### src/rtl/pkt_tx_sched_if.sv
// Handshake bundle between the softmax engine, the transmit scheduler and
// the UART controller. The scheduler uses the slave view; the surrounding
// logic (engine + UART side) uses the master view.
interface pkt_tx_sched_if #(
    parameter int PKT_W = 128
);
    logic             sm_valid;
    logic [PKT_W-1:0] sm_packet;
    logic             sm_ready;
    logic             uart_valid;
    logic [PKT_W-1:0] uart_data;
    logic             uart_done;

    modport master (
        output sm_valid, sm_packet, uart_done,
        input  sm_ready, uart_valid, uart_data
    );

    modport slave (
        input  sm_valid, sm_packet, uart_done,
        output sm_ready, uart_valid, uart_data
    );
endinterface

### src/rtl/pkt_tx_sched.sv
// pkt_tx_sched: buffers softmax result packets and hands them one at a time
// to the UART controller, waiting for tx completion (or a watchdog expiry)
// before releasing the next one. Transmission is gated by tx_en.
// Optional feature macro: PKT_TX_SCHED_FLUSH_EN adds a 'flush' input that
// empties the buffer and forces the scheduler back to IDLE.
module pkt_tx_sched #(
    parameter int PKT_W       = 128,
    parameter int DEPTH       = 4,
    parameter int TIMEOUT_CYC = 65535
) (
    input  logic                       clk,
    input  logic                       rst,
    pkt_tx_sched_if.slave              bus,
    input  logic                       tx_en,
`ifdef PKT_TX_SCHED_FLUSH_EN
    input  logic                       flush,
`endif
    output logic                       busy,
    output logic [$clog2(DEPTH):0]     level,
    output logic [7:0]                 pkt_cnt,
    output logic                       timeout_err
);
    localparam int AW = $clog2(DEPTH);
    localparam int LW = AW + 1;

    typedef enum logic [1:0] {
        IDLE      = 2'd0,
        LOAD      = 2'd1,
        WAIT_DONE = 2'd2
    } state_t;

    state_t           state_q, state_d;
    logic [PKT_W-1:0] mem_q [DEPTH];
    logic [AW-1:0]    wr_ptr_q, wr_ptr_d;
    logic [AW-1:0]    rd_ptr_q, rd_ptr_d;
    logic [LW-1:0]    level_q, level_d;
    logic [15:0]      wdog_q, wdog_d;
    logic [7:0]       pkt_cnt_q, pkt_cnt_d;
    logic             terr_q, terr_d;

    logic             ready_w;
    logic             push;
    logic             done_ev;
    logic             drop_ev;
    logic             pop;
    logic             flush_ev;

`ifdef PKT_TX_SCHED_FLUSH_EN
    assign flush_ev = flush;
`else
    assign flush_ev = 1'b0;
`endif

    // Ready is taken from the registered count, so a pop cannot free a slot
    // for a same-cycle push when the buffer is full.
    assign ready_w = (level_q != LW'(DEPTH));
    assign push    = bus.sm_valid && ready_w;
    // Completion wins over a watchdog expiry landing in the same cycle.
    assign done_ev = (state_q == WAIT_DONE) && bus.uart_done;
    assign drop_ev = (state_q == WAIT_DONE) && !bus.uart_done &&
                     (wdog_q == 16'(TIMEOUT_CYC - 1));
    assign pop     = done_ev || drop_ev;

    // FSM state register
    always_ff @(posedge clk) begin
        if (rst) begin
            state_q <= IDLE;
        end else begin
            state_q <= state_d;
        end
    end

    // FSM next-state: start only with data buffered and tx enabled
    always_comb begin
        state_d = state_q;
        unique case (state_q)
            IDLE:      if (level_q != '0 && tx_en) state_d = LOAD;
            LOAD:      state_d = WAIT_DONE;
            WAIT_DONE: if (pop) state_d = IDLE;
            default:   state_d = IDLE;
        endcase
        if (flush_ev) state_d = IDLE;
    end

    // FSM outputs: one-cycle valid pulse, head held while a packet is in flight
    always_comb begin
        bus.uart_valid = (state_q == LOAD);
        bus.uart_data  = '0;
        if (state_q != IDLE) bus.uart_data = mem_q[rd_ptr_q];
    end

    // Buffer/counter next-state; flush leaves pkt_cnt and timeout_err alone
    always_comb begin
        wr_ptr_d  = wr_ptr_q;
        rd_ptr_d  = rd_ptr_q;
        level_d   = level_q;
        wdog_d    = '0;
        pkt_cnt_d = pkt_cnt_q;
        terr_d    = terr_q;
        if (flush_ev) begin
            wr_ptr_d = '0;
            rd_ptr_d = '0;
            level_d  = '0;
        end else begin
            if (push) wr_ptr_d = wr_ptr_q + AW'(1);
            if (pop)  rd_ptr_d = rd_ptr_q + AW'(1);
            level_d = level_q + LW'(push) - LW'(pop);
            if (state_q == WAIT_DONE && !pop) wdog_d = wdog_q + 16'd1;
            if (done_ev) pkt_cnt_d = pkt_cnt_q + 8'd1;
            if (drop_ev) terr_d = 1'b1;
        end
    end

    // Buffer/counter registers
    always_ff @(posedge clk) begin
        if (rst) begin
            wr_ptr_q  <= '0;
            rd_ptr_q  <= '0;
            level_q   <= '0;
            wdog_q    <= '0;
            pkt_cnt_q <= '0;
            terr_q    <= 1'b0;
        end else begin
            wr_ptr_q  <= wr_ptr_d;
            rd_ptr_q  <= rd_ptr_d;
            level_q   <= level_d;
            wdog_q    <= wdog_d;
            pkt_cnt_q <= pkt_cnt_d;
            terr_q    <= terr_d;
        end
    end

    // Packet storage; contents need no reset since level gates visibility
    always_ff @(posedge clk) begin
        if (push && !flush_ev) mem_q[wr_ptr_q] <= bus.sm_packet;
    end

    assign bus.sm_ready = ready_w;
    assign busy         = (state_q != IDLE) || (level_q != '0);
    assign level        = level_q;
    assign pkt_cnt      = pkt_cnt_q;
    assign timeout_err  = terr_q;
endmodule
### src/flat_wrapper.sv
// flat-port wrapper written by rule: the top's interface ports become plain ports
module pkt_tx_sched_flat 
#(
    parameter int PKT_W       = 128,
    parameter int DEPTH       = 4,
    parameter int TIMEOUT_CYC = 65535
)
  (clk, rst, tx_en, busy, level, pkt_cnt, timeout_err, bus_sm_valid, bus_sm_packet, bus_uart_done, bus_sm_ready, bus_uart_valid, bus_uart_data);
  pkt_tx_sched_if #(.PKT_W(PKT_W)) bus_i ();
  input  logic clk;
  input  logic rst;
  input  logic tx_en;
  output logic busy;
  output logic [$clog2(DEPTH):0] level;
  output logic [7:0] pkt_cnt;
  output logic timeout_err;
  input wire logic [$bits(bus_i.sm_valid)-1:0] bus_sm_valid;
  input wire logic [$bits(bus_i.sm_packet)-1:0] bus_sm_packet;
  input wire logic [$bits(bus_i.uart_done)-1:0] bus_uart_done;
  output wire logic [$bits(bus_i.sm_ready)-1:0] bus_sm_ready;
  output wire logic [$bits(bus_i.uart_valid)-1:0] bus_uart_valid;
  output wire logic [$bits(bus_i.uart_data)-1:0] bus_uart_data;
  assign bus_i.sm_valid = bus_sm_valid;
  assign bus_i.sm_packet = bus_sm_packet;
  assign bus_i.uart_done = bus_uart_done;
  assign bus_sm_ready = bus_i.sm_ready;
  assign bus_uart_valid = bus_i.uart_valid;
  assign bus_uart_data = bus_i.uart_data;
  pkt_tx_sched #(.PKT_W(PKT_W), .DEPTH(DEPTH), .TIMEOUT_CYC(TIMEOUT_CYC)) u_core (.clk(clk), .rst(rst), .bus(bus_i), .tx_en(tx_en), .busy(busy), .level(level), .pkt_cnt(pkt_cnt), .timeout_err(timeout_err));
endmodule
### config.mk
export PLATFORM = sky130hd
export DESIGN_NAME = pkt_tx_sched_flat
export DESIGN_NICKNAME = d
export VERILOG_FILES = /design/src/rtl/pkt_tx_sched_if.sv /design/src/rtl/pkt_tx_sched.sv /design/src/flat_wrapper.sv
export SDC_FILE = /design/constraint.sdc
export NUM_CORES = 1
export LEC_CHECK = 0
export ABC_AREA = 1
export CAP_MARGIN = 15
export CORE_AREA = 2 2 194 196
export DETAILED_ROUTE_END_ITERATION = 8
export DIE_AREA = 0 0 196 198
export PLACE_DENSITY = 0.84
export SLEW_MARGIN = 25
export SYNTH_ARGS = -nofsm -noshare
export SYNTH_HDL_FRONTEND = slang
export SYNTH_SLANG_ARGS = --single-unit
export TNS_END_PERCENT = 10
### constraint.sdc
create_clock -name clk -period 24.1 [get_ports clk]
set_input_delay 7.23 -clock clk [delete_from_list [all_inputs] [get_ports clk]]
set_output_delay 7.23 -clock clk [all_outputs]
set_load 0.005 [all_outputs]
-- Word level (Yosys, flattened, before mapping)
Memories as Yosys holds them, arrays and structs flattened. A register that Yosys moved wholly into a read port is not among the register bits.
Index checks and enable logic that the tools add are counted.
- $add $sub $neg: 6
- equality and inequality tests: 6
- mux-type cells: 8
- bitwise logic cells: 1
- reduce and logical (&&, ||, !) cells: 15
- operators by type and width (kind ; number):
    128-bit 2-to-1 mux ; 1
    16-bit by 1-bit adder with 16-bit output, second input constant ; 1
    16-bit == test, second input constant ; 1
    8-bit by 1-bit adder with 8-bit output, second input constant ; 1
    2-bit 2-to-1 mux ; 4
    1-bit logical AND ; 6
    2-bit case mux with 3 select lines ; 1
    2-bit by 1-bit adder with 2-bit output, second input constant ; 2
    2-bit by 1-bit inequality test with 1-bit output, second input constant ; 2
    3-bit by 1-bit adder with 3-bit output ; 1
    3-bit inequality test, second input constant ; 1
    3-bit nonzero test ; 1
    3-bit by 1-bit subtractor with 3-bit output ; 1
    2-bit by 1-bit == test with 1-bit output, second input constant ; 1
    2-bit == test, second input constant ; 1
    1-bit zero test ; 2
    2-bit zero test ; 1
    1-bit logical OR ; 2
    1-bit 2-to-1 mux ; 2
    2-bit AND reduction ; 1
    2-bit nonzero test ; 1
    2-bit OR reduction ; 1
    1-bit inverter ; 1
- flip-flop bits (word level): 34
- bits in writable memories: 512
- input port bits: 133
- output and inout bits: 143
- memories: 1
- memory list (memory ; words ; width ; rd ports ; clocked after memory_dff ; write ports ; line ; source):
    u_core.mem_q ; 4 ; 128 ; 1 ; 1 ; 1 ; pkt_tx_sched.sv:33 ; logic [PKT_W-1:0] mem_q [DEPTH];

-- Depth between registers and ports, before layout
- depth in word-level cells: 8
- mapped depth: 13

-- Least setup slack after synthesis
No wires, ideal clock.
- path kind: input to register
- from: input port bus_sm_valid
- to: memory u_core.mem_q[0][0] (enable)
- library setup time: 617 ps
- arrival: 12717 ps
- data required time: 23483 ps
- path slack: 10765 ps
- cell stages on the path: 2
- cells stage by stage: nand2_1 nor2_1
- cells in the longest elaborated chain, start to end: 3
- RTL lines (element ; line ; source):
    from (decl) ; flat_wrapper.sv:17 ; input wire logic [$bits(bus_i.sm_valid)-1:0] bus_sm_valid;
    1-bit logical AND ; pkt_tx_sched.sv:57 ; assign push = bus.sm_valid && ready_w;
    1-bit 2-to-1 mux ; pkt_tx_sched.sv:135 ; if (push && !flush_ev) mem_q[wr_ptr_q] <= bus.sm_packet;
    1-bit 2-to-1 mux (not written as such) ; pkt_tx_sched.sv:135 ;
    to (decl) ; pkt_tx_sched.sv:33 ;
Every way passes these cells.

==> summary.md <==
| Metric | Value |
|---|---|
| Via density | `5.67` |
| Initial antenna violation count | `4` |
| Die X | `196 µm` |
| Die height | `198 µm` |
| Final nets | `2144` |
| Area growth from synthesis to layout | `21.6%` |
| Final Wtd Congestion | `0.792` |
| Vias in the first global route | `14200` |
| DP HPWL | `27900 µm` |
| Final hold violations | `0` |
| First-pass detailed-route iteration total | `5` |
| Max-cap viol count | `0` |
| Peak supply drop | `0.0737 mV` |
| Post-CTS setup repair buffer count | `0` |
| RSZ-0062 raised after global routing | `false` |
| WS Path Type | `reg2out` |
| Clk slew on worst S/H paths | `0.06 ns` |
| Drt total wl | `50100 µm` |
| Cell Rows | `71` |
| Mean routed wirelength per cell | `20.0 µm` |
| Pin count of the biggest net entering global routing | `143` |
| Share of cells above drive strength 1 | `5.06%` |
| Pwr Density | `91.3 mW/mm²` |
| Num ports | `276` |
| Core area | `0.0370 mm²` |
| Post-Route Setup TNS | `0 ns` |
| Post-synth cell types | `28` |
| Most frequent cells in the layout | `nor2_1, edfxtp_1, clkdlybuf4s50_1, o21ai_0, a21oi_1` |
| Sequential share of the synthesized area | `74.8%` |
| Die ar. | `0.0388 mm²` |
| Final Setup Violations | `0` |
| DRT iter0 DRCs | `1283` |
| Reg2reg setup slack | `21.06 ns` |
| CTS H-tree lvls | `2` |
| Total track usage | `25.3%` |
| Mapped Cells | `1757` |
| Worst setup SP type | `register` |
| Final Max Tran Viols | `0` |
| Initial Util | `58.2%` |
| Hold buffers post-CTS | `0` |
| Pre-CTS setup slack | `13.53 ns` |
| Worst clock skew | `0.0143 ns` |
| Actual slew at the worst max-slew pin | `1.06 ns` |
| IO Port Bufs | `275` |
| Clock sinks | `548` |
| Clock root cell | `clkbuf_16` |
| CTS tree | `done` |
| Avg Cell Area, Syn | `12.2 µm²` |
| First-pass GRT wire length | `75900 µm` |
| Slew HR | `29.2%` |
| CP max FO | `142` |
| LEAKAGE | `0.00885 µW` |
| Critical path capture point type | `output pin` |
| Critical Path RT | `16.87 ns` |
| Yosys warns | `0` |
| Setup WS post-layout | `12.84 ns` |
| TritonCTS Buffers | `53` |
| Critical Path AT | `4.03 ns` |
| Final Critical Period | `11.26 ns` |
| Syn nets | `1900` |
| Total gr overflow | `0` |
| Final ANT Viol Nets | `0` |
| Residual DRC count | `0` |
| Final period util | `46.7%` |
| Status | `finished clean` |
| Mapped cell area | `0.0215 mm²` |
| Yosys reg bits | `548` |
| Max Buffers Root-to-Sink | `3` |
| Most common cell after layout, fill and taps aside | `nor2_1` |
| Post-CTS Resized | `0` |
| Worst skew pair latency | `0.59 ns` |
| Routed vias | `14300` |
| FMAX | `88.8 MHz` |
| HP Class | `reg2reg` |
worst paths after layout:
kind,from,to,cells after the start
max reg2reg,u_core.level[1],u_core.mem_q[0][112],5
min,u_core.wdog_q[0],u_core.wdog_q[0],1
min reg2reg,u_core.wdog_q[0],u_core.wdog_q[0],1
max,register,bus_uart_data[66],5
layout make-up:
cell class	count	area, µm²
flip-flops and latches	548	16100
fillers	2441	10800
multi-input cells	1061	4780
repair buffers	291	2900
clock buffers	66	1420
well taps	474	593
clock inverters	23	189
inverters	46	180
diodes	3	7.51
power breakdown:
group | switching, µW | leakage (µW) | internal (µW)
Combinational | 258 | 0.00307 | 177
Sequential | 28.5 | 0.00498 | 1150
Clock | 331 | 0.000789 | 445
Total | 618 | 0.00885 | 1770
cell families after synthesis:
logic type | count (synthesis) | synth area share, %
XOR/XNOR | 17 | 0.692
flip-flops | 548 | 74.8
adder cells (fa/ha/maj) | 10 | 0.616
buffers and inverters | 148 | 3.16
AND/OR/NAND/NOR | 637 | 11.5
AO/OA/AOI/OAI | 397 | 9.24
synthesized netlist by cell type, drive strengths merged:
cell type	n	share of area, %
clkbuf	40	0.76
a21oi	136	3.2
buf	62	1.6
nand2	44	0.81
nor3	4	0.12
fa	1	0.093
edfxtp	512	71
nand3	17	0.45
nor2	571	10
inv	46	0.80
dfxtp	36	3.3
o21ai	261	6.1
xnor2	10	0.41
xor2	7	0.28
ha	9	0.52
nand3b	1	0.035
flip-flops by register name, indices dropped and copies added, names as in the netlist, named ones only:
register,cells
u_core.mem_q,512
u_core.wr_ptr_q,2
u_core.rd_ptr_q,2
u_core.level,3
u_core.pkt_cnt,8
u_core.wdog_q,16
u_core.state_q,2
u_core.timeout_err,1
critical path, cell delays in order (launching register included):
cell	delay, ns
dfxtp_4	0.55
inv_6	0.75
buf_4	0.86
o21ai_0	0.26
a21oi_1	0.20
clkdlybuf4s50_1	0.60
per-layer routing:
layer / global-route usage (%) / wire [µm]
met4: 8.56 / 1280
met5: 0 / 0
met3: 5.37 / 4280
met1: 32.1 / 19600
met2: 43.7 / 25000
through the flow:
step | instance area (µm²) | hold WS [ns] | utilization, % | power [µW] | std cells
6_report | 26200 | 0.469 | 70.8 | 2390 | 2512
5_1_grt | 26200 | 0.486 | 70.8 | 2480 | 2510
4_1_cts | 26100 | 0.478 | 70.7 | 2400 | 2508
3_5_place_dp | 24500 | 0.463 | 66.3 | 1630 | 2419
3_3_place_gp | 24500 | 0.441 | 66.3 | 1610 | 2419
2_1_floorplan | 21500 | 0.430 | - | 1410 | 1757
No activity file was read; power rests on OpenSTA's default activity.
